## src/rtl/frac_fir_mac_sched_if.sv

```systemverilog
// -----------------------------------------------------------------------------
// frac_fir_mac_sched_if
//   Bundles the sample, result and coefficient-configuration handshakes of the
//   fractional-order FIR MAC sequencer.
//
//   Signals
//     in_valid / in_ready / in_data    : sample stream into the filter
//     out_valid / out_ready / out_data : filtered result stream
//     cfg_we / cfg_addr / cfg_data     : coefficient write request
//     cfg_ack                          : one-cycle pulse, write performed
//     busy                             : sequencer is not idle
//
//   Modports
//     slave  : the sequencer itself
//     master : the environment (source, sink and configuration agent)
// -----------------------------------------------------------------------------
interface frac_fir_mac_sched_if #(
  parameter int DW = 32,
  parameter int AW = 2
);
  logic          in_valid;
  logic          in_ready;
  logic [DW-1:0] in_data;
  logic          out_valid;
  logic          out_ready;
  logic [DW-1:0] out_data;
  logic          cfg_we;
  logic [AW-1:0] cfg_addr;
  logic [DW-1:0] cfg_data;
  logic          cfg_ack;
  logic          busy;

  modport slave (
    input  in_valid, in_data, out_ready, cfg_we, cfg_addr, cfg_data,
    output in_ready, out_valid, out_data, cfg_ack, busy
  );

  modport master (
    output in_valid, in_data, out_ready, cfg_we, cfg_addr, cfg_data,
    input  in_ready, out_valid, out_data, cfg_ack, busy
  );
endinterface

```

## src/rtl/frac_fir_mac_sched.sv

```systemverilog
// -----------------------------------------------------------------------------
// frac_fir_mac_sched
//   Sequencer for a Gruenwald-Letnikov fractional-order FIR operator. A single
//   time-multiplexed DW x DW multiplier walks the ORDER taps of every accepted
//   sample; the module owns the sample delay line and a runtime-writable
//   coefficient bank. Samples and coefficients are signed fixed point with
//   FRAC fractional bits.
//
//   Ports
//     clk  : rising-edge clock
//     rst  : synchronous, active-low reset
//     bus  : frac_fir_mac_sched_if.slave (sample in, result out, coefficient
//            write port, busy flag)
//
//   Build option
//     FRAC_FIR_SAT_EN : when defined, the result saturates to the DW-bit signed
//                       range instead of wrapping.
//
//   Timing: the product of tap i is registered, then added to the accumulator
//   on the following cycle, so MAC lasts ORDER+1 cycles and out_valid rises
//   after edge ORDER+1 counted from the accept edge.
// -----------------------------------------------------------------------------
module frac_fir_mac_sched #(
  parameter int ORDER = 3,
  parameter int DW    = 32,
  parameter int FRAC  = 24,
  parameter int AW    = 2
) (
  input  logic                 clk,
  input  logic                 rst,
  frac_fir_mac_sched_if.slave  bus
);

  localparam int ACC_W = 48;
  localparam int PW    = 2 * DW;
  localparam int CW    = $clog2(ORDER + 1);
  localparam logic [CW-1:0] TAP_LAST = CW'(ORDER);

  typedef enum logic [1:0] {IDLE, MAC, OUT} state_t;

  // Reset values of the coefficient bank.
  function automatic logic [DW-1:0] coef_default(input int k);
    case (k)
      0:       return DW'(32'sd16777216);
      1:       return DW'(-32'sd11601444);
      2:       return DW'(-32'sd1078774);
      default: return '0;
    endcase
  endfunction

  state_t                  state_q, state_d;
  logic signed [DW-1:0]    x_vec [ORDER];
  logic signed [DW-1:0]    c_vec [ORDER];
  logic [CW-1:0]           tap_q;
  logic [CW-1:0]           tap_sel;
  logic signed [DW-1:0]    x_sel, c_sel;
  logic signed [PW-1:0]    prod_full;
  logic signed [ACC_W-1:0] term_d, term_q;
  logic signed [ACC_W-1:0] acc_q, acc_sum;
  logic signed [DW-1:0]    final_val;
  logic signed [DW-1:0]    out_data_q;
  logic                    cfg_ack_q;
  logic                    accept;
  logic                    cfg_wr_en;

  assign accept = (state_q == IDLE) && bus.in_valid;

  // A pending sample wins over a coefficient write; the extra !cfg_ack_q term
  // stops a held cfg_we from writing twice while the ack is on the wire.
  assign cfg_wr_en = (state_q == IDLE) && !bus.in_valid && bus.cfg_we && !cfg_ack_q;

  // ---------------------------------------------------------------------------
  // Delay line and coefficient bank, one register pair per tap
  // ---------------------------------------------------------------------------
  for (genvar gi = 0; gi < ORDER; gi++) begin : g_tap
    localparam logic [DW-1:0] C_RST = coef_default(gi);
    logic signed [DW-1:0] x_q;
    logic signed [DW-1:0] c_q;

    if (gi == 0) begin : g_head
      always_ff @(posedge clk) begin
        if (!rst)        x_q <= '0;
        else if (accept) x_q <= bus.in_data;
      end
    end else begin : g_shift
      always_ff @(posedge clk) begin
        if (!rst)        x_q <= '0;
        else if (accept) x_q <= x_vec[gi-1];
      end
    end

    // Out-of-range addresses simply match no tap; the ack still pulses.
    always_ff @(posedge clk) begin
      if (!rst)                                          c_q <= C_RST;
      else if (cfg_wr_en && (bus.cfg_addr == AW'(gi)))   c_q <= bus.cfg_data;
    end

    assign x_vec[gi] = x_q;
    assign c_vec[gi] = c_q;
  end

  // ---------------------------------------------------------------------------
  // Shared multiplier and accumulator
  // ---------------------------------------------------------------------------
  // During the final MAC cycle (tap_q == ORDER) no product is needed; park the
  // select on tap 0 so the index never leaves the array.
  assign tap_sel = (tap_q == TAP_LAST) ? '0 : tap_q;
  assign x_sel   = x_vec[tap_sel];
  assign c_sel   = c_vec[tap_sel];

  assign prod_full = {{DW{x_sel[DW-1]}}, x_sel} * {{DW{c_sel[DW-1]}}, c_sel};
  // Arithmetic shift floors toward minus infinity.
  assign term_d    = ACC_W'(prod_full >>> FRAC);
  assign acc_sum   = acc_q + term_q;

`ifdef FRAC_FIR_SAT_EN
  // In range when every bit above the DW-bit sign bit copies the MSB.
  always_comb begin
    if (acc_sum[ACC_W-1:DW-1] == {(ACC_W-DW+1){acc_sum[ACC_W-1]}}) begin
      final_val = DW'(acc_sum);
    end else if (acc_sum[ACC_W-1]) begin
      final_val = {1'b1, {(DW-1){1'b0}}};
    end else begin
      final_val = {1'b0, {(DW-1){1'b1}}};
    end
  end
`else
  assign final_val = DW'(acc_sum);
`endif

  // ---------------------------------------------------------------------------
  // FSM
  // ---------------------------------------------------------------------------
  always_ff @(posedge clk) begin
    if (!rst) state_q <= IDLE;
    else      state_q <= state_d;
  end

  always_comb begin
    state_d       = state_q;
    bus.in_ready  = 1'b0;
    bus.out_valid = 1'b0;
    bus.busy      = 1'b1;
    case (state_q)
      IDLE: begin
        bus.in_ready = 1'b1;
        bus.busy     = 1'b0;
        if (bus.in_valid) state_d = MAC;
      end
      MAC: begin
        if (tap_q == TAP_LAST) state_d = OUT;
      end
      OUT: begin
        bus.out_valid = 1'b1;
        if (bus.out_ready) state_d = IDLE;
      end
      default: state_d = IDLE;
    endcase
  end

  // ---------------------------------------------------------------------------
  // Datapath registers
  // ---------------------------------------------------------------------------
  always_ff @(posedge clk) begin
    if (!rst) begin
      tap_q      <= '0;
      term_q     <= '0;
      acc_q      <= '0;
      out_data_q <= '0;
      cfg_ack_q  <= 1'b0;
    end else begin
      cfg_ack_q <= cfg_wr_en;
      case (state_q)
        IDLE: begin
          if (bus.in_valid) begin
            tap_q <= '0;
            acc_q <= '0;
          end
        end
        MAC: begin
          if (tap_q != TAP_LAST) term_q <= term_d;
          // term_q is stale on the first MAC cycle, so skip that add.
          if (tap_q != '0)       acc_q  <= acc_sum;
          if (tap_q == TAP_LAST) out_data_q <= final_val;
          tap_q <= tap_q + CW'(1);
        end
        default: ;
      endcase
    end
  end

  assign bus.out_data = out_data_q;
  assign bus.cfg_ack  = cfg_ack_q;

endmodule

```

## src/flat_wrapper.sv

```systemverilog
// flat-port wrapper written by rule: the top's interface ports become plain ports
module frac_fir_mac_sched_flat 
#(
  parameter int ORDER = 3,
  parameter int DW    = 32,
  parameter int FRAC  = 24,
  parameter int AW    = 2
)
  (clk, rst, bus_in_valid, bus_in_data, bus_out_ready, bus_cfg_we, bus_cfg_addr, bus_cfg_data, bus_in_ready, bus_out_valid, bus_out_data, bus_cfg_ack, bus_busy);
  frac_fir_mac_sched_if #(.DW(DW), .AW(AW)) bus_i ();
  input  logic clk;
  input  logic rst;
  input wire logic [$bits(bus_i.in_valid)-1:0] bus_in_valid;
  input wire logic [$bits(bus_i.in_data)-1:0] bus_in_data;
  input wire logic [$bits(bus_i.out_ready)-1:0] bus_out_ready;
  input wire logic [$bits(bus_i.cfg_we)-1:0] bus_cfg_we;
  input wire logic [$bits(bus_i.cfg_addr)-1:0] bus_cfg_addr;
  input wire logic [$bits(bus_i.cfg_data)-1:0] bus_cfg_data;
  output wire logic [$bits(bus_i.in_ready)-1:0] bus_in_ready;
  output wire logic [$bits(bus_i.out_valid)-1:0] bus_out_valid;
  output wire logic [$bits(bus_i.out_data)-1:0] bus_out_data;
  output wire logic [$bits(bus_i.cfg_ack)-1:0] bus_cfg_ack;
  output wire logic [$bits(bus_i.busy)-1:0] bus_busy;
  assign bus_i.in_valid = bus_in_valid;
  assign bus_i.in_data = bus_in_data;
  assign bus_i.out_ready = bus_out_ready;
  assign bus_i.cfg_we = bus_cfg_we;
  assign bus_i.cfg_addr = bus_cfg_addr;
  assign bus_i.cfg_data = bus_cfg_data;
  assign bus_in_ready = bus_i.in_ready;
  assign bus_out_valid = bus_i.out_valid;
  assign bus_out_data = bus_i.out_data;
  assign bus_cfg_ack = bus_i.cfg_ack;
  assign bus_busy = bus_i.busy;
  frac_fir_mac_sched #(.ORDER(ORDER), .DW(DW), .FRAC(FRAC), .AW(AW)) u_core (.clk(clk), .rst(rst), .bus(bus_i));
endmodule
```

## config.mk

```make
export PLATFORM = sky130hd
export DESIGN_NAME = frac_fir_mac_sched_flat
export DESIGN_NICKNAME = d
export VERILOG_FILES = /design/src/rtl/frac_fir_mac_sched_if.sv /design/src/rtl/frac_fir_mac_sched.sv /design/src/flat_wrapper.sv
export SDC_FILE = /design/constraint.sdc
export NUM_CORES = 2
export LEC_CHECK = 0
export BUFFER_PORTS_ARGS = -buffer_cell sky130_fd_sc_hd__buf_2
export CAP_MARGIN = 30
export CORE_ASPECT_RATIO = 0.75
export CORE_MARGIN = 2
export CORE_UTILIZATION = 30
export CTS_BUF_LIST = sky130_fd_sc_hd__clkbuf_2
export DETAILED_ROUTE_END_ITERATION = 8
export GPL_TIMING_DRIVEN = 0
export PLACE_DENSITY = 0.53
export RECOVER_POWER = 100
export SLEW_MARGIN = 20
export SYNTH_ARGS = -nofsm -noshare
export SYNTH_HDL_FRONTEND = slang
export SYNTH_SLANG_ARGS = --single-unit
```

## constraint.sdc

```tcl
create_clock -name clk -period 12.6 [get_ports clk]
set_clock_uncertainty 0.15 [all_clocks]
set_input_delay 1.26 -clock clk [delete_from_list [all_inputs] [get_ports clk]]
set_output_delay 1.26 -clock clk [all_outputs]
set_load 0.01 [all_outputs]
```

==> results.tsv <==
metric	value	unit
start_util	30.2	%
yosys_warnings	0	
power_density	83.2	mW/mm^2
wirelength	195	mm
synth_fa_ha_area_share	49.4	%
run_status	finished, final reports clean	
intPower	2.00	mW
insertion_delay	1020	ps
max_stage_delay	860	ps
p_switching	2.13	mW
yosysSeqAreaShare	13.0	%
vias_per_cell	5.08	
grt_max_degree	15	
pin_count	107	
nets	6791	
r2r_slack	280	ps
drv_cap	0	
routabilityCongestion	1.06	
fillers	15881	
clock_path_buffers	3	
timing.final.hold_violations	0	
dr.pass1.iters	5	
ys_ff_latch	293	
synthToLayoutAreaGrowth	9.94	%
pwr-share-clk	14.9	%
slew-limit-headroom	5.67	%
htreeDepth	2	
grt_use_total	25.5	%
wl_per_cell	25.8	um
setup_viol	0	
clock.fmax	81.1	MHz
synth_common_cells	1122 x nand2_1, 983 x fa_1, 947 x inv_1, 505 x nor2_1, 293 x dfxtp_1	
synth_top_area_share	43.6	%
design.core.area	0.150	sq mm
yosysTopAreaCell	fa_1	
combPwrFrac	60.4	%
finalCritPeriodShare	97.8	%
syn-num-nets	6550	
muxShareOfSynthArea	1.44	%
cts_tree	built	
fp.dieH	340	um
ys_top_cells_by_area	fa_1 44%, dfxtp_1 13%, nand2_1 9.3%, inv_1 7.9%, ha_1 5.7%	
synth-compound-area-share	8.04	%
cp-end-kind	flip-flop	
synthCells	5289	
crit_required	13300	ps
fin_ws	275	ps
synth-edff-count	0	
grt_pass1_wl	281	mm
final_max_slew_viol_count	0	
wl_met2	75.1	mm
p_sw_share	51.6	%
slowest_stage	clkbuf_1	
rsz0062_at_grt	no	
port_buffers	105	
die_w	452	um
tightest_slew	1410	ps
dieArea	0.154	sq mm
numCtsBuffers	55	
power_frac_seq	24.7	%
synthFlopType	dfxtp_1	
dp_hpwl	167	mm
top_layer_used	met5	
hold_class	flip-flop to flip-flop	
vias	38477	
synth_most_common_cell	nand2_1	
irDropWorstVdd	0.0000893	V
cp.arrival	13020	ps
grt_antenna_before_repair	10	
synth_xor_xnor_area_share	1.49	%
critPathLaunchType	flip-flop	
postRouteAntennaNets	0	
crit_top_cell	fa_1	
clkSinkCount	293	
gr-total-overflow	0	
wl_met3	27.4	mm
syn_area_per_cell	8.53	sq um
cts_root_buf	clkbuf_2	
drc_errors	0	
hold_buffers	0	
ys_types	77	
place_ws	409	ps
ys_async_sr_fraction	0	%
grt_pass1_vias	38814	
leakage	21.9	nW
post_cts_buffers	0	
clk_pin_slew_worst_paths	180	ps
critPathMaxFanout	10	
rows	123	
drive_gt1_share	5.37	%
yosys.area_share.simple	16.2	%
fin_crit	12320	ps
netlist_area	0.0451	sq mm
synth_top_family_by_area	adder cells	
drtIter0Drc	4127	
power	4.12	mW
m1WireLength	87.3	mm
worstSetupPathType	flip-flop to flip-flop	
[metrics by stage]
step	instance area [sq um]	hold slack (ps)	util (%)	cells	setup TNS, ps
after detailed placement	48900	295	32.7	7453	0
final	49600	294	33.2	7575	0
after global placement	48100	291	32.2	7394	-11010
after floorplan	45100	279	-	5289	0
after CTS	49400	217	33.0	7552	0
after global routing	49600	222	33.1	7572	0
[layout make-up]
type	instances	area [sq um]	area share (%)
clock inverter	16	88.8	0.179
multi-input combinational	3757	34600	69.8
tap	2000	2500	5.05
inverter	949	3560	7.18
timing repair buffer	185	1370	2.76
antenna	3	7.51	0.0151
sequential	293	5870	11.8
clock buffer	83	415	0.838
buffer	289	1160	2.33
[cell usage in the layout, fill, tap and decap left out, types with 75 or more instances in the layout]
cell      instances
nor2_1          505
dfxtp_1         293
ha_1            207
a21oi_1         270
buf_2            79
fa_1            983
clkbuf_1        302
inv_1           947
nand2_1        1122
nand3_1          75
clkbuf_2         89
[repair_timing]
item	CTS	global route
endpoints found under the setup margin	0	1
resized for setup	0	3
hold endpoints to repair	0	0
[final timing paths]
kind,start,end,cells after the start
setup / recovery,u_core.tap_q[0]$_SDFFE_PN0P_,u_core.term_q[26]$_SDFFE_PN0P_,28
hold / removal,u_core.g_tap[1].x_q[2]$_SDFFE_PN0P_,u_core.g_tap[2].x_q[2]$_SDFFE_PN0P_,2
setup reg to reg,u_core.tap_q[0]$_SDFFE_PN0P_,u_core.term_q[26]$_SDFFE_PN0P_,28
hold reg to reg,u_core.g_tap[1].x_q[2]$_SDFFE_PN0P_,u_core.g_tap[2].x_q[2]$_SDFFE_PN0P_,2
[cells by family after synthesis]
logic type                 Yosys count
adders and majority gates         1190
buffers and inverters             1239
and+or+nand+nor                   1827
DFF                                293
AOI/OAI and AO/OA                  599
xor gates and xnor gates            76
muxes                               65
[flip-flops by register name, summed over array words and instances, names as in the netlist]
name	count
u_core.term_q	32
u_core.tap_q	2
u_core.g_tap.c_q	96
u_core.bus.cfg_ack	1
u_core.g_tap.x_q	96
u_core.state_q	2
u_core.bus.out_data	32
u_core.acc_q	32
[critical path: cells and delay by family, from the launching register on]
kind            cells  cell delay (ps)
compound gates      8             3440
fa+ha+maj          10             4480
buf+inv             8             3250
flops               1              470
simple gates        2              370
[layer usage]
layer  up-vias  global-route usage, %
li1      16423                      -
met4         6                   6.15
met5         -                      0
met1     19652                   38.1
met2      2101                   33.9
met3       295                   10.1
[power groups by stage]
stage	logic, mW	clock network, mW	registers [mW]
2_1_floorplan	1.43	0	1.02
3_3_place_gp	2.37	0	1.04
3_5_place_dp	2.40	0	1.04
4_1_cts	2.44	0.621	1.02
5_1_grt	2.70	0.668	1.02
6_report	2.49	0.614	1.02
(Power assumes the default switching activity.)
